<file path="src/rtl/rgb_stream_pkg.sv">
// Shared types and pixel layout for the RGB frame streamer and its result writer.
`timescale 1ns/1ps
package rgb_stream_pkg;

  typedef enum logic [1:0] {
    IDLE   = 2'd0,
    STREAM = 2'd1,
    DRAIN  = 2'd2,
    DONE   = 2'd3
  } stream_state_t;

  localparam int PIX_W = 8;
  localparam int RGB_W = 3 * PIX_W;
  // Packed pixel is {R,G,B}, R in the top byte.
  localparam int R_LSB = 16;
  localparam int G_LSB = 8;
  localparam int B_LSB = 0;

endpackage

</file>
<file path="src/rtl/gray_result_writer.sv">
// Captures converter results into the result RAM, counts them, and watches for
// overflow and for a converter that stops answering while the frame drains.
`timescale 1ns/1ps
module gray_result_writer #(
  parameter int N_PIXELS      = 496321,
  parameter int ADDR_W        = 19,
  parameter int GRAY_W        = 32,
  parameter int DRAIN_TIMEOUT = 1024
) (
  input  logic              clk,
  input  logic              rst,
  input  logic              clear,
  input  logic              capture_en,
  input  logic              drain,
  input  logic              output_valid,
  input  logic [GRAY_W-1:0] gray,
  output logic              wr_en,
  output logic [ADDR_W-1:0] wr_addr,
  output logic [GRAY_W-1:0] wr_data,
  output logic              frame_written,
  output logic              timeout_hit,
  output logic              err_timeout,
  output logic              err_overflow
);

  localparam int CNT_W  = ADDR_W + 1;
  localparam int IDLE_W = $clog2(DRAIN_TIMEOUT + 1);
  localparam logic [CNT_W-1:0]  N_LAST    = CNT_W'(N_PIXELS);
  localparam logic [IDLE_W-1:0] IDLE_LAST = IDLE_W'(DRAIN_TIMEOUT - 1);

  logic [CNT_W-1:0]  res_cnt;
  logic [IDLE_W-1:0] idle_cnt;
  logic              accept;
  logic              spill;

  assign frame_written = (res_cnt == N_LAST);
  assign accept        = capture_en && output_valid && !frame_written;
  assign spill         = capture_en && output_valid && frame_written;
  // Fires on the last of DRAIN_TIMEOUT consecutive silent drain cycles.
  assign timeout_hit   = drain && !output_valid && (idle_cnt == IDLE_LAST);

  always_ff @(posedge clk or posedge rst) begin
    if (rst) begin
      res_cnt      <= '0;
      idle_cnt     <= '0;
      wr_en        <= 1'b0;
      err_timeout  <= 1'b0;
      err_overflow <= 1'b0;
    end else if (clear) begin
      res_cnt      <= '0;
      idle_cnt     <= '0;
      wr_en        <= 1'b0;
      err_timeout  <= 1'b0;
      err_overflow <= 1'b0;
    end else begin
      wr_en <= accept;
      if (accept) res_cnt <= res_cnt + CNT_W'(1);
      if (!drain || output_valid) idle_cnt <= '0;
      else if (!timeout_hit)      idle_cnt <= idle_cnt + IDLE_W'(1);
      if (timeout_hit) err_timeout  <= 1'b1;
      if (spill)       err_overflow <= 1'b1;
    end
  end

  // Write port payload; cleared on reset so the port reads all-zero.
  always_ff @(posedge clk or posedge rst) begin
    if (rst) begin
      wr_addr <= '0;
      wr_data <= '0;
    end else if (accept) begin
      wr_addr <= res_cnt[ADDR_W-1:0];
      wr_data <= gray;
    end
  end

endmodule

</file>
<file path="src/rtl/rgb_frame_streamer.sv">
// Streams a frame of packed RGB pixels from the frame RAM into the gray converter
// and hands converter results to the result writer; signals done per frame.
`timescale 1ns/1ps
module rgb_frame_streamer
  import rgb_stream_pkg::*;
#(
  parameter int N_PIXELS      = 496321,
  parameter int ADDR_W        = 19,
  parameter int GRAY_W        = 32,
  parameter int DRAIN_TIMEOUT = 1024
) (
  input  logic              clk,
  input  logic              rst,
  input  logic              start,
  input  logic              pause,
  output logic              rd_en,
  output logic [ADDR_W-1:0] rd_addr,
  input  logic [RGB_W-1:0]  rd_data,
  output logic [PIX_W-1:0]  R,
  output logic [PIX_W-1:0]  G,
  output logic [PIX_W-1:0]  B,
  output logic              input_valid,
  input  logic              output_valid,
  input  logic [GRAY_W-1:0] GRAY,
  output logic              wr_en,
  output logic [ADDR_W-1:0] wr_addr,
  output logic [GRAY_W-1:0] wr_data,
  output logic              busy,
  output logic              done,
  output logic              err_timeout,
  output logic              err_overflow
);

  localparam int CNT_W = ADDR_W + 1;
  localparam logic [CNT_W-1:0] N_LAST = CNT_W'(N_PIXELS);

  stream_state_t    state, state_nxt;
  logic [CNT_W-1:0] send_cnt;
  logic             start_ok;
  logic             drain_act;
  logic             frame_written;
  logic             timeout_hit;
  logic             vld_p0, vld_p1;
  logic [PIX_W-1:0] r_p1, g_p1, b_p1;

  assign start_ok  = start && ((state == IDLE) || (state == DONE));
  assign drain_act = (state == DRAIN);
  assign rd_addr   = send_cnt[ADDR_W-1:0];

  always_ff @(posedge clk or posedge rst) begin
    if (rst) state <= IDLE;
    else     state <= state_nxt;
  end

  always_comb begin
    state_nxt = state;
    rd_en     = 1'b0;
    busy      = 1'b0;
    done      = 1'b0;
    case (state)
      IDLE:   if (start) state_nxt = STREAM;
      STREAM: begin
        busy  = 1'b1;
        rd_en = !pause && (send_cnt < N_LAST);
        if (send_cnt == N_LAST) state_nxt = DRAIN;
      end
      DRAIN: begin
        busy = 1'b1;
        if (frame_written || timeout_hit) state_nxt = DONE;
      end
      DONE: begin
        done = 1'b1;
        if (start) state_nxt = STREAM;
      end
      default: state_nxt = IDLE;
    endcase
  end

  always_ff @(posedge clk or posedge rst) begin
    if (rst)           send_cnt <= '0;
    else if (start_ok) send_cnt <= '0;
    else if (rd_en)    send_cnt <= send_cnt + CNT_W'(1);
  end

  // p0: frame RAM read in flight; rd_data is valid while vld_p0 is high
  always_ff @(posedge clk or posedge rst) begin
    if (rst) begin
      vld_p0 <= 1'b0;
      vld_p1 <= 1'b0;
    end else begin
      vld_p0 <= rd_en;
      vld_p1 <= vld_p0;
    end
  end

  // p1: pixel registered toward the converter, held between valid beats
  always_ff @(posedge clk or posedge rst) begin
    if (rst) begin
      r_p1 <= '0;
      g_p1 <= '0;
      b_p1 <= '0;
    end else if (vld_p0) begin
      r_p1 <= rd_data[R_LSB +: PIX_W];
      g_p1 <= rd_data[G_LSB +: PIX_W];
      b_p1 <= rd_data[B_LSB +: PIX_W];
    end
  end

  assign input_valid = vld_p1;
  assign R = r_p1;
  assign G = g_p1;
  assign B = b_p1;

  gray_result_writer #(
    .N_PIXELS      (N_PIXELS),
    .ADDR_W        (ADDR_W),
    .GRAY_W        (GRAY_W),
    .DRAIN_TIMEOUT (DRAIN_TIMEOUT)
  ) u_writer (
    .clk           (clk),
    .rst           (rst),
    .clear         (start_ok),
    .capture_en    (busy),
    .drain         (drain_act),
    .output_valid  (output_valid),
    .gray          (GRAY),
    .wr_en         (wr_en),
    .wr_addr       (wr_addr),
    .wr_data       (wr_data),
    .frame_written (frame_written),
    .timeout_hit   (timeout_hit),
    .err_timeout   (err_timeout),
    .err_overflow  (err_overflow)
  );

endmodule
</file>
<file path="config.mk">
export PLATFORM = sky130hd
export DESIGN_NAME = rgb_frame_streamer
export DESIGN_NICKNAME = d
export VERILOG_FILES = /design/src/rtl/rgb_stream_pkg.sv /design/src/rtl/gray_result_writer.sv /design/src/rtl/rgb_frame_streamer.sv
export SDC_FILE = /design/constraint.sdc
export NUM_CORES = 1
export LEC_CHECK = 0
export ABC_CLOCK_PERIOD_IN_PS = 4900
export CAP_MARGIN = 30
export CORE_UTILIZATION = 38
export DETAILED_ROUTE_END_ITERATION = 10
export PLACE_DENSITY = 0.69
export RECOVER_POWER = 50
export SYNTH_ARGS = -nofsm -noshare
export SYNTH_HDL_FRONTEND = slang
export SYNTH_SLANG_ARGS = --single-unit
</file>
<file path="constraint.sdc">
create_clock -name clk -period 4.9 [get_ports clk]
set_input_delay 1.225 -clock clk [delete_from_list [all_inputs] [get_ports clk]]
set_output_delay 1.225 -clock clk [all_outputs]
set_load 0.005 [all_outputs]
</file>
==> results of run 1 <==
==> registers in the layout (all words and copies together), names as in the netlist <==
name	count
vld_p0	1
u_writer.wr_en	1
u_writer.wr_addr	19
input_valid	1
u_writer.wr_data	32
u_writer.err_timeout	1
u_writer.idle_cnt	11
B	8
G	8
R	8
u_writer.err_overflow	1
state	2
send_cnt	20
u_writer.res_cnt	20
==> layout by cell type, fill, tap and decap left out, types with 4 or more instances in the layout <==
| cell type | Yosys | layout |
|---|---|---|
| sky130_fd_sc_hd__dfrtp_1 | 133 | 133 |
| sky130_fd_sc_hd__xnor2_1 | 6 | 6 |
| sky130_fd_sc_hd__and4_1 | 6 | 6 |
| sky130_fd_sc_hd__nand4_1 | 14 | 14 |
| sky130_fd_sc_hd__dlygate4sd3_1 | 0 | 38 |
| sky130_fd_sc_hd__xor2_1 | 15 | 15 |
| sky130_fd_sc_hd__clkbuf_16 | 0 | 17 |
| sky130_fd_sc_hd__or3_1 | 11 | 11 |
| sky130_fd_sc_hd__nand2_1 | 31 | 31 |
| sky130_fd_sc_hd__o21ai_0 | 22 | 22 |
| sky130_fd_sc_hd__clkinv_2 | 0 | 6 |
| sky130_fd_sc_hd__and3_1 | 9 | 9 |
| sky130_fd_sc_hd__o211ai_1 | 7 | 7 |
| sky130_fd_sc_hd__ha_1 | 10 | 10 |
| sky130_fd_sc_hd__o31ai_1 | 5 | 5 |
| sky130_fd_sc_hd__bufinv_16 | 0 | 4 |
| sky130_fd_sc_hd__a21oi_1 | 16 | 16 |
| sky130_fd_sc_hd__mux2_4 | 29 | 29 |
| sky130_fd_sc_hd__clkdlybuf4s50_1 | 0 | 123 |
| sky130_fd_sc_hd__mux2_2 | 43 | 43 |
| sky130_fd_sc_hd__nand3_1 | 22 | 22 |
| sky130_fd_sc_hd__inv_1 | 12 | 11 |
| sky130_fd_sc_hd__or4_1 | 4 | 4 |
| sky130_fd_sc_hd__nor3_1 | 5 | 5 |
| sky130_fd_sc_hd__nor2_1 | 34 | 34 |
==> kinds of logic (layout without fill, tap and decap cells) <==
logic type	count (synthesis)	count (layout)
xor gates and xnor gates	21	21
DFF	133	133
muxes	74	74
buffers and inverters	52	209
AOI/OAI and AO/OA	67	67
and+or+nand+nor	155	155
adders and majority gates	10	10
==> worst paths after layout <==
path | startpoint | to | slack, ns | depth (start not counted)
min in group asynchronous | rst | u_writer.wr_data[30] | 1.85 | 2
max | pause | rd_en | 0.48 | 6
max in group asynchronous | rst | u_writer.res_cnt[17] | 1.17 | 3
min | u_writer.wr_addr[1] | u_writer.wr_addr[1] | 0.49 | 2
max reg2reg | u_writer.res_cnt[11] | u_writer.wr_data[5] | 1.17 | 6
min reg2reg | u_writer.wr_addr[1] | u_writer.wr_addr[1] | 0.49 | 2
==> cell type report <==
type / instances / share of cell area (%)
flip-flops and latches: 133 / 39.6
multi-input cells: 327 / 29.9
repair buffers: 165 / 19.4
clock buffers: 20 / 5.32
well taps: 216 / 3.22
clock inverters: 11 / 1.88
inverters: 13 / 0.596
==> per-stage QoR <==
step / hold WS, ns / cells / setup WS (ns) / instance area (um2)
finish: 0.490 / 885 / 0.484 / 8400
global route: 0.511 / 885 / 0.282 / 8400
CTS: 0.492 / 885 / 0.615 / 8410
detailed placement: 0.479 / 854 / 0.623 / 7800
global placement: 0.474 / 854 / 0.674 / 7800
floorplan: 0.352 / 512 / 0.121 / 6130
==> worst max-delay path, delay by kind of cell <==
family / cells / cell delay (ns)
compound gates: 1 / 0.45
simple gates: 3 / 0.52
buf+inv: 2 / 0.98
==> routing by layer <==
metal	global-route usage, %	wire (um)	up-vias
met5	0	0	-
met4	6.51	210	0
met3	4.07	670	16
met2	28.6	6870	136
met1	22.3	6190	2235
li1	-	-	2096
==> power breakdown <==
part | switching [mW] | internal (mW) | total, mW
Clock | 0.456 | 0.856 | 1.31
Combinational | 0.561 | 0.948 | 1.51
Sequential | 0.188 | 1.39 | 1.58
Total | 1.21 | 3.19 | 4.40
==> summary.txt, run 1 <==
Outcome
  – Outcome: complete, but fails checks
  – Violations in the final reports: capacitance limit, slew limit

Clock tree
  – Number of buffers created by CTS: 17
  – TritonCTS clock tree: yes
  – Root Buffer: sky130_fd_sc_hd__clkbuf_16
  – Clk sink count: 133
  – Post-CTS sizing: 0
  – Post-CTS Setup Bufs: 0
  – Register clock-pin slew on the reported worst setup and hold paths: 0.06 ns
  – H-Tree Level Count: 4
  – Clk Latency, worst-skew pair: 0.41 ns
  – Buffers from clock root to sink, at most: 2
  – CTS Hold Bufs: 0

Critical path
  – Worst endpoint data arrival time: 3.19 ns
  – Ordered cell list for the critical path: clkdlybuf4s50_1, nor2_1, nand2_1, a31o_1, nor2_1, clkdlybuf4s50_1
  – Stage delay of the slowest cell on the critical path: 0.57 ns
  – Kind of end point of the critical path: primary output
  – Critical Path Fanout Max: 30
  – Element type at the critical path start: primary input
  – Max stage delay cell, worst path: sky130_fd_sc_hd__clkdlybuf4s50_1
  – Start-to-end type of the worst setup path: primary input to primary output
  – Required time of the critical path: 3.67 ns

Routing
  – Via-to-Cell Ratio: 5.07
  – Average wire per standard cell: 15.8 um
  – Remaining routing DRC violations: 0
  – Via count: 4483
  – Wire length after detailed routing: 13.9 mm
  – Antenna-violating nets left: 0
  – Number of design-rule violations left by the first detailed-router iteration: 158
  – Drt first pass iters: 4

Layout
  – Filler Cell Count: 1357
  – Count of nets after finishing: 728
  – Area overhead of the layout relative to synthesis: 37.1%
  – Fraction of the core area covered by cells at the end of the flow: 53.1%
  – Antenna Diode Count: 0
  – Area of all sequential standard cells: 0.00333 mm2
  – Fraction of final layout cells sized beyond drive strength 1: 17.0%
  – Area taken by multi-input logic gates: 0.00251 mm2

Yosys
  – Post-synthesis compound-gate area fraction: 6.84%
  – Number of synthesized flops with an enable pin: 0
  – Netlist area before placement: 0.00613 mm2
  – Synthesized net count: 583
  – Leading post-synthesis cells by cell area: sky130_fd_sc_hd__dfrtp_1 54%, sky130_fd_sc_hd__mux2_2 7.9%, sky130_fd_sc_hd__mux2_4 7.1%, sky130_fd_sc_hd__buf_4 2.3%, sky130_fd_sc_hd__xor2_1 2.1%
  – Cell count after synthesis: 512
  – Share of synthesized area spent on multiplexers: 15.3%
  – Post-synthesis share of cell area spent on full adders, half adders and majority gates: 2.04%
  – Yosys synthesis warning count: 0
  – Cell with the most instances after synthesis: sky130_fd_sc_hd__dfrtp_1
  – Post-synth top cells: 133 x sky130_fd_sc_hd__dfrtp_1, 43 x sky130_fd_sc_hd__mux2_2, 34 x sky130_fd_sc_hd__nor2_1, 31 x sky130_fd_sc_hd__nand2_1, 29 x sky130_fd_sc_hd__mux2_4
  – Top_reg_cell synth: sky130_fd_sc_hd__dfrtp_1
  – Post-synthesis share of cell area spent on xor and xnor gates: 3.00%
  – Most area-hungry cell type in the Yosys netlist: sky130_fd_sc_hd__dfrtp_1
  – Post-synthesis simple-gate area fraction: 13.6%
  – Register area share after synthesis: 54.3%
  – Yosys reg bits: 133
  – Top-area cell type share of the netlist area: 54.3%
  – Fraction of synthesis flops using an asynchronous set or reset pin: 100%
  – Avg Cell Area, Syn: 12.0 um2
  – Netlist cell types: 50
  – Main combinational cell family by area after synthesis: multiplexers

Placed design
  – Final GP Congestion: 0.871
  – Post-detailed-placement half-perimeter wirelength: 9.84 mm
  – Number of buffers added on ports: 161

STA
  – Number of max-slew violations in the final report: 52
  – Final setup viols: 0
  – Headroom to the max-slew limit: -44.9%
  – Total negative slack: 0 ns
  – Fin crit share: 90.1%
  – Worst clock skew on the final layout: 0.00672 ns
  – Unrepaired setup endpoints after global routing: false
  – Min cycle time layout: 4.42 ns
  – Measured slew at the worst slew-check pin: 2.16 ns
  – Endpoints failing hold: 0
  – Fmax: 226 MHz

Power
  – Overall power: 4.40 mW
  – Leakage power total: 3.62 nW
  – Power per Cell Area: 524 mW/mm2
  – Worst-case vdd ir drop: 230 uV

Global routing
  – Total GRT Usage: 17.4%
  – Number of global-route vias before repair: 4470
  – Pin count of the biggest net entering global routing: 52
  – Remaining Overflow, GRT: 0
  – Antenna violations before repair: 0
  – First-pass GRT wire length: 22.6 mm

Floorplanning
  – Core area: 0.0158 mm2
  – Die Footprint: 0.0166 mm2
  – Die boundary width: 129 um
  – Row count: 46
  – Initial core utilization: 38.7%
  – Height of the die: 129 um
  – Top-level port count: 162

Worst hold path
  – Hold/Removal Path Class: flop to flop

Run
  – Max Cap Violations: 1
Note: power is estimated with default switching activity, not from simulation.
==> inputs of run 2 (changes only) <==
--- a/config.mk
+++ b/config.mk
@@ -8,6 +8,7 @@
 export ABC_CLOCK_PERIOD_IN_PS = 4900
 export CAP_MARGIN = 30
 export CORE_UTILIZATION = 38
+export CTS_CLUSTER_DIAMETER = 80
 export DETAILED_ROUTE_END_ITERATION = 10
 export PLACE_DENSITY = 0.69
 export RECOVER_POWER = 50
==> results of run 2 <==
Same layout as run 1: the final DEF is identical, and so are final timing and power.
==> inputs of run 3 (changes only) <==
--- a/config.mk
+++ b/config.mk
@@ -15,3 +15,4 @@
 export SYNTH_ARGS = -nofsm -noshare
 export SYNTH_HDL_FRONTEND = slang
 export SYNTH_SLANG_ARGS = --single-unit
+export TNS_END_PERCENT = 30
==> results of run 3 <==
Same layout as run 1: the final DEF is identical, and so are final timing and power.
